$ cat src/rtl/pipeline_stall_ctrl_if.sv
// Hazard inputs and per-stage pipeline controls of the stall controller.
// master = pipeline/hazard side, slave = stall controller.
interface pipeline_stall_ctrl_if #(
  parameter int CNT_W = 16
);
  logic             LoadSlot;
  logic             BranchSlot;
  logic             IF_Conflict;
  logic             Mem_Ready;
  logic             PC_Write;
  logic             PC_SelBranch;
  logic             IFID_Write;
  logic             IFID_Flush;
  logic             IDEXE_Flush;
  logic             Pipe_Freeze;
  logic [CNT_W-1:0] Bubble_Count;
  logic [CNT_W-1:0] Flush_Count;
  logic             Timeout_Err;

  // Level signals, no valid/ready: every input is sampled every cycle and
  // every control output is meaningful every cycle.
  modport master (
    output LoadSlot, BranchSlot, IF_Conflict, Mem_Ready,
    input  PC_Write, PC_SelBranch, IFID_Write, IFID_Flush, IDEXE_Flush,
           Pipe_Freeze, Bubble_Count, Flush_Count, Timeout_Err
  );

  modport slave (
    input  LoadSlot, BranchSlot, IF_Conflict, Mem_Ready,
    output PC_Write, PC_SelBranch, IFID_Write, IFID_Flush, IDEXE_Flush,
           Pipe_Freeze, Bubble_Count, Flush_Count, Timeout_Err
  );
endinterface

$ cat src/rtl/pipeline_stall_ctrl.sv
// Stall/flush/freeze controller for a 5-stage pipeline: Mealy controls from
// hazards, a memory-wait/load-hold FSM and saturating debug counters.
module pipeline_stall_ctrl #(
  parameter int CNT_W    = 16,
  parameter int MAX_WAIT = 15,
  parameter int WAIT_W   = 4
) (
  input  logic                 clk,
  input  logic                 rst,
  pipeline_stall_ctrl_if.slave bus,
  output logic [1:0]           state_dbg_o
);

  typedef enum logic [1:0] {
    RUN       = 2'd0,
    MEM_WAIT  = 2'd1,
    LOAD_HOLD = 2'd2
  } state_t;

  state_t              state_q, state_d;
  logic [WAIT_W-1:0]   wait_q, wait_d;
  logic [CNT_W-1:0]    bubble_q, bubble_d;
  logic [CNT_W-1:0]    flush_q, flush_d;
  logic                timeout_q, timeout_d;

  logic pc_we, pc_sel, ifid_we, ifid_fl, idexe_fl, freeze;
  logic bubble_inc, flush_inc, apply_rows;

  always_comb begin
    pc_we      = 1'b1;
    pc_sel     = 1'b0;
    ifid_we    = 1'b1;
    ifid_fl    = 1'b0;
    idexe_fl   = 1'b0;
    freeze     = 1'b0;
    state_d    = RUN;
    wait_d     = '0;
    timeout_d  = timeout_q;
    bubble_inc = 1'b0;
    flush_inc  = 1'b0;
    apply_rows = 1'b0;

    if (!bus.Mem_Ready) begin
      if (state_q != MEM_WAIT) begin
        freeze  = 1'b1;
        pc_we   = 1'b0;
        ifid_we = 1'b0;
        state_d = MEM_WAIT;
        wait_d  = WAIT_W'(1);
      end else if (wait_q < WAIT_W'(MAX_WAIT)) begin
        freeze  = 1'b1;
        pc_we   = 1'b0;
        ifid_we = 1'b0;
        state_d = MEM_WAIT;
        wait_d  = wait_q + WAIT_W'(1);
      end else begin
        // Forced release: let the pipeline move and flag the stuck access.
        timeout_d = 1'b1;
      end
    end else begin
      apply_rows = 1'b1;
    end

    // The load that caused LOAD_HOLD has already been bubbled once.
    if (apply_rows) begin
      if (bus.BranchSlot) begin
        pc_sel    = 1'b1;
        ifid_fl   = 1'b1;
        idexe_fl  = 1'b1;
        flush_inc = 1'b1;
      end else if (bus.LoadSlot && state_q != LOAD_HOLD) begin
        pc_we      = 1'b0;
        ifid_we    = 1'b0;
        idexe_fl   = 1'b1;
        bubble_inc = 1'b1;
        state_d    = LOAD_HOLD;
      end else if (bus.IF_Conflict) begin
        pc_we      = 1'b0;
        ifid_fl    = 1'b1;
        bubble_inc = 1'b1;
      end
    end

    bubble_d = (bubble_inc && bubble_q != '1) ? bubble_q + CNT_W'(1) : bubble_q;
    flush_d  = (flush_inc && flush_q != '1) ? flush_q + CNT_W'(1) : flush_q;

    // Reset forces the pipeline to flush, independent of the clock.
    if (!rst) begin
      pc_we    = 1'b0;
      pc_sel   = 1'b0;
      ifid_we  = 1'b0;
      ifid_fl  = 1'b1;
      idexe_fl = 1'b1;
      freeze   = 1'b0;
    end
  end

  always_ff @(posedge clk or negedge rst) begin
    if (!rst) begin
      state_q   <= RUN;
      wait_q    <= '0;
      bubble_q  <= '0;
      flush_q   <= '0;
      timeout_q <= 1'b0;
    end else begin
      state_q   <= state_d;
      wait_q    <= wait_d;
      bubble_q  <= bubble_d;
      flush_q   <= flush_d;
      timeout_q <= timeout_d;
    end
  end

  assign bus.PC_Write     = pc_we;
  assign bus.PC_SelBranch = pc_sel;
  assign bus.IFID_Write   = ifid_we;
  assign bus.IFID_Flush   = ifid_fl;
  assign bus.IDEXE_Flush  = idexe_fl;
  assign bus.Pipe_Freeze  = freeze;
  assign bus.Bubble_Count = bubble_q;
  assign bus.Flush_Count  = flush_q;
  assign bus.Timeout_Err  = timeout_q;
  assign state_dbg_o      = state_q;

endmodule

$ cat src/flat_wrapper.sv
// flat-port wrapper written by rule: the top's interface ports become plain ports
module pipeline_stall_ctrl_flat 
#(
  parameter int CNT_W    = 16,
  parameter int MAX_WAIT = 15,
  parameter int WAIT_W   = 4
)
  (clk, rst, state_dbg_o, bus_LoadSlot, bus_BranchSlot, bus_IF_Conflict, bus_Mem_Ready, bus_PC_Write, bus_PC_SelBranch, bus_IFID_Write, bus_IFID_Flush, bus_IDEXE_Flush, bus_Pipe_Freeze, bus_Bubble_Count, bus_Flush_Count, bus_Timeout_Err);
  pipeline_stall_ctrl_if #(.CNT_W(CNT_W)) bus_i ();
  input  logic clk;
  input  logic rst;
  output logic [1:0] state_dbg_o;
  input wire logic [$bits(bus_i.LoadSlot)-1:0] bus_LoadSlot;
  input wire logic [$bits(bus_i.BranchSlot)-1:0] bus_BranchSlot;
  input wire logic [$bits(bus_i.IF_Conflict)-1:0] bus_IF_Conflict;
  input wire logic [$bits(bus_i.Mem_Ready)-1:0] bus_Mem_Ready;
  output wire logic [$bits(bus_i.PC_Write)-1:0] bus_PC_Write;
  output wire logic [$bits(bus_i.PC_SelBranch)-1:0] bus_PC_SelBranch;
  output wire logic [$bits(bus_i.IFID_Write)-1:0] bus_IFID_Write;
  output wire logic [$bits(bus_i.IFID_Flush)-1:0] bus_IFID_Flush;
  output wire logic [$bits(bus_i.IDEXE_Flush)-1:0] bus_IDEXE_Flush;
  output wire logic [$bits(bus_i.Pipe_Freeze)-1:0] bus_Pipe_Freeze;
  output wire logic [$bits(bus_i.Bubble_Count)-1:0] bus_Bubble_Count;
  output wire logic [$bits(bus_i.Flush_Count)-1:0] bus_Flush_Count;
  output wire logic [$bits(bus_i.Timeout_Err)-1:0] bus_Timeout_Err;
  assign bus_i.LoadSlot = bus_LoadSlot;
  assign bus_i.BranchSlot = bus_BranchSlot;
  assign bus_i.IF_Conflict = bus_IF_Conflict;
  assign bus_i.Mem_Ready = bus_Mem_Ready;
  assign bus_PC_Write = bus_i.PC_Write;
  assign bus_PC_SelBranch = bus_i.PC_SelBranch;
  assign bus_IFID_Write = bus_i.IFID_Write;
  assign bus_IFID_Flush = bus_i.IFID_Flush;
  assign bus_IDEXE_Flush = bus_i.IDEXE_Flush;
  assign bus_Pipe_Freeze = bus_i.Pipe_Freeze;
  assign bus_Bubble_Count = bus_i.Bubble_Count;
  assign bus_Flush_Count = bus_i.Flush_Count;
  assign bus_Timeout_Err = bus_i.Timeout_Err;
  pipeline_stall_ctrl #(.CNT_W(CNT_W), .MAX_WAIT(MAX_WAIT), .WAIT_W(WAIT_W)) u_core (.clk(clk), .rst(rst), .bus(bus_i), .state_dbg_o(state_dbg_o));
endmodule
$ cat config.mk
export PLATFORM = sky130hd
export DESIGN_NAME = pipeline_stall_ctrl_flat
export DESIGN_NICKNAME = d
export VERILOG_FILES = /design/src/rtl/pipeline_stall_ctrl_if.sv /design/src/rtl/pipeline_stall_ctrl.sv /design/src/flat_wrapper.sv
export SDC_FILE = /design/constraint.sdc
export NUM_CORES = 1
export LEC_CHECK = 0
export CORE_UTILIZATION = 49
export DETAILED_ROUTE_END_ITERATION = 8
export PLACE_DENSITY = 0.79
export SETUP_SLACK_MARGIN = 0.2
export SYNTH_ARGS = -nofsm -noshare
export SYNTH_HDL_FRONTEND = slang
export SYNTH_SLANG_ARGS = --single-unit
$ cat constraint.sdc
create_clock -name clk -period 2.25 [get_ports clk]
set_input_delay 0.3375 -clock clk [delete_from_list [all_inputs] [get_ports clk]]
set_output_delay 0.3375 -clock clk [all_outputs]
set_load 0.005 [all_outputs]
==> impl_metrics.toml <==
[sta]
clock_skew_ns = 0.00945
rsz0062_at_grt = "yes"
fmax_mhz = 504
finalSetupViolCount = 0
tns_ns = 0
finalHoldViolations = 0
period_share_pct = 88.2
slew_headroom_pct = 71.5
drv_slew = 0
period_needed_ns = 1.98
tightest_slew_ns = 0.426

[floorplan]
die_h_microns = 64.5
core-area_sq_um = 3720
io_pins = 47
die_w_microns = 64.5
dieArea_sq_um = 4160
start_util_pct = 51.5
rows = 22

[drt]
dr.pass1.iters = 4
detail-route-antenna-nets = 0
routed_wl_microns = 3720
vias_per_cell = 5.26
wire_per_inst_microns = 12.8
dr_total_vias = 1531
drc = 0
first_iter_violations = 63

[power]
ir_worst_vdd_uv = 560
p_leak_nw = 1.17
netSwitchingFraction_pct = 27.7
p_clk_share_pct = 28.6
p_per_area_nw_per_um2 = 753
intPower_mw = 1.44
seq_power_share_pct = 48.1
combPwrFrac_pct = 23.3
p_sw_mw = 0.552

[global_route]
antenna_found_initial = 0
grt_pass1_wl_microns = 6400
grt_pass1_vias = 1418
grt_usage_pct = 20.4
grt_max_degree = 27
grt-ovfl-total = 0

[yosys]
ys_types = 34
asyncSetResetFlopFracSynth_pct = 100
yosysSeqAreaShare_pct = 51.0
synth.most_common_cell = "dfrtp_1"
syn_nets = 188
synth.area.top_cells = "dfrtp_1, xnor2_1, xor2_1"
synth.avg_cell_area_sq_um = 10.7
synth-edff-count = 0
yosys-top-cells-count = "dfrtp_1, xnor2_1, nand2_1, nor2_1, nand3_1"
synth.largest_area_cell = "dfrtp_1"
synth_area_sq_um = 1910
ys.flop_type = "dfrtp_1"
ys_seq_elements = 39
synth_top_area_share_pct = 51.0
syn-instance-count = 179
yosys_warnings = 0

[clocking]
cts_made_buffers = 5
clock_path_buffers = 2
htreeDepth = 2
clockRootBuffer = "clkbuf_8"
clock_latency_ns = 0.29
cts_tree = "yes"
clk_pin_slew_ns = 0.08
cts.sink_count = 39

[finish]
drive_gt1_share_pct = 13.6
diodes = 0
instances_no_fill = 291
syn_to_final_growth_pct = 38.3
nets = 251

[worst_setup_path]
cp_data_arrival_time_ns = 2.15
path_depth = 4
rr_startpoint = "u_core.bus.Bubble_Count[0]"
cp_slowest_stage_delay_ns = 0.61
cp_max_fo = 5
setup.worst_path.end_class = "register"
crit_type = "reg -> reg"
path_buf_inv = 0
critPathTopFamily = "compound AO/OA/AOI/OAI gates"
crit_chain = "ha_1 -> nand4_1 -> o41a_4 -> mux2_4"
startpoint_type = "register"
crit_start = "u_core.bus.Bubble_Count[0]"
cp.required_ns = 2.42
crit_slowest_cell = "o41a_4"
reg2reg_depth = 4

[worst_hold_path]
hold_path.class = "in -> async"

[placed_design]
dp.cells = 275
hpwl_microns = 2680
io_buffers = 46
gp_congestion = 0.833

[job]
drv_cap = 0

[run_status]
status = "complete, no violations"
[sequential cells by signal, summed over array words and instances, names as in the netlist]
signal,cells
u_core.bus.Bubble_Count,16
u_core.bus.Flush_Count,16
u_core.bus.Timeout_Err,1
u_core.state_dbg_o,2
u_core.wait_q,4
[layout make-up]
| type | instances | area (sq um) |
|---|---|---|
| clock buffers | 5 | 68.8 |
| clock inverters | 3 | 43.8 |
| fillers | 273 | 1070 |
| flip-flops and latches | 39 | 976 |
| well taps | 48 | 60.1 |
| repair buffers | 57 | 539 |
| inverters | 6 | 22.5 |
| multi-input cells | 133 | 935 |
[what timing repair did]
action / in CTS / in global routing
pin swaps: 1 / 1
endpoints found under the setup margin: 4 / 4
hold buffers: 1 / 0
buffers inserted: 5 / 2
hold endpoints to repair: 1 / 0
resized for setup: 8 / 4
[worst register-to-register path: cells and delay by family (launching register included)]
kind	cells	cell delay, ns
AOI/OAI and AO/OA	1	0.61
muxes	1	0.30
DFF	1	0.44
adders and majority gates	1	0.24
and+or+nand+nor	1	0.27
[power by group through the flow]
| stage | clock (mW) | combinational, mW | sequential (mW) |
|---|---|---|---|
| 2_1_floorplan | 0 | 0.178 | 0.951 |
| 3_3_place_gp | 0 | 0.447 | 0.965 |
| 3_5_place_dp | 0 | 0.455 | 0.969 |
| 4_1_cts | 0.586 | 0.464 | 0.957 |
| 5_1_grt | 0.615 | 0.518 | 0.977 |
| 6_report | 0.569 | 0.464 | 0.958 |
[per-stage QoR]
stage	instance area (sq um)	util, %	worst slack [ns]	hold WS (ns)	total power, mW
5_1_grt	2650	71.2	0.170	0.0656	2.11
3_3_place_gp	2440	65.7	0.166	0.148	1.41
6_report	2650	71.2	0.266	0.0480	1.99
2_1_floorplan	1910	-	0.476	0.0419	1.13
4_1_cts	2610	70.3	0.187	0.0324	2.01
3_5_place_dp	2440	65.7	0.155	0.147	1.42
[cell usage in the layout, fill, tap and decap left out, types with 2 or more instances in the layout]
| cell type | n |
|---|---|
| clkdlybuf4s50_1 | 40 |
| o21ai_0 | 4 |
| nor2_1 | 16 |
| nand3_1 | 12 |
| or2_1 | 2 |
| xor2_1 | 11 |
| dfrtp_1 | 39 |
| nand2_1 | 16 |
| and3_1 | 6 |
| nand4_1 | 11 |
| mux2_2 | 2 |
| nor3b_1 | 2 |
| clkbuf_8 | 5 |
| ha_1 | 2 |
| nand2b_4 | 2 |
| buf_4 | 10 |
| mux2_1 | 2 |
| a21oi_1 | 6 |
| dlygate4sd2_1 | 3 |
| inv_1 | 5 |
| and2_1 | 2 |
| a41o_1 | 2 |
| nor3_1 | 3 |
| xnor2_1 | 17 |
[metal layers]
| layer | vias to the layer above | global-route usage [%] | share of wire (%) |
|---|---|---|---|
| li1 | 759 | - | - |
| met1 | 727 | 27.2 | 49 |
| met2 | 40 | 31.7 | 45 |
| met3 | 5 | 4.75 | 4.4 |
| met4 | 0 | 9.17 | 1.5 |
| met5 | - | 0 | 0 |
[cell families after synthesis]
group           count (synthesis)  synth area share, %
flops                          39                 51.0
buf+inv                         7                 1.77
compound gates                 15                 6.02
fa+ha+maj                       3                 1.96
mux                             5                 3.14
xor+xnor                       28                 12.8
simple gates                   82                 23.3
[final timing paths]
path / end / slack (ns)
max: u_core.bus.Bubble_Count[1] / 0.27
min: u_core.wait_q[0] / 0.05
max reg2reg: u_core.bus.Bubble_Count[1] / 0.27
min reg2reg: u_core.bus.Timeout_Err / 0.47
max in group asynchronous: u_core.state_dbg_o[0] / 1.73
min in group clk: u_core.bus.Timeout_Err / 0.47
Note: power is estimated with default switching activity, not from simulation.
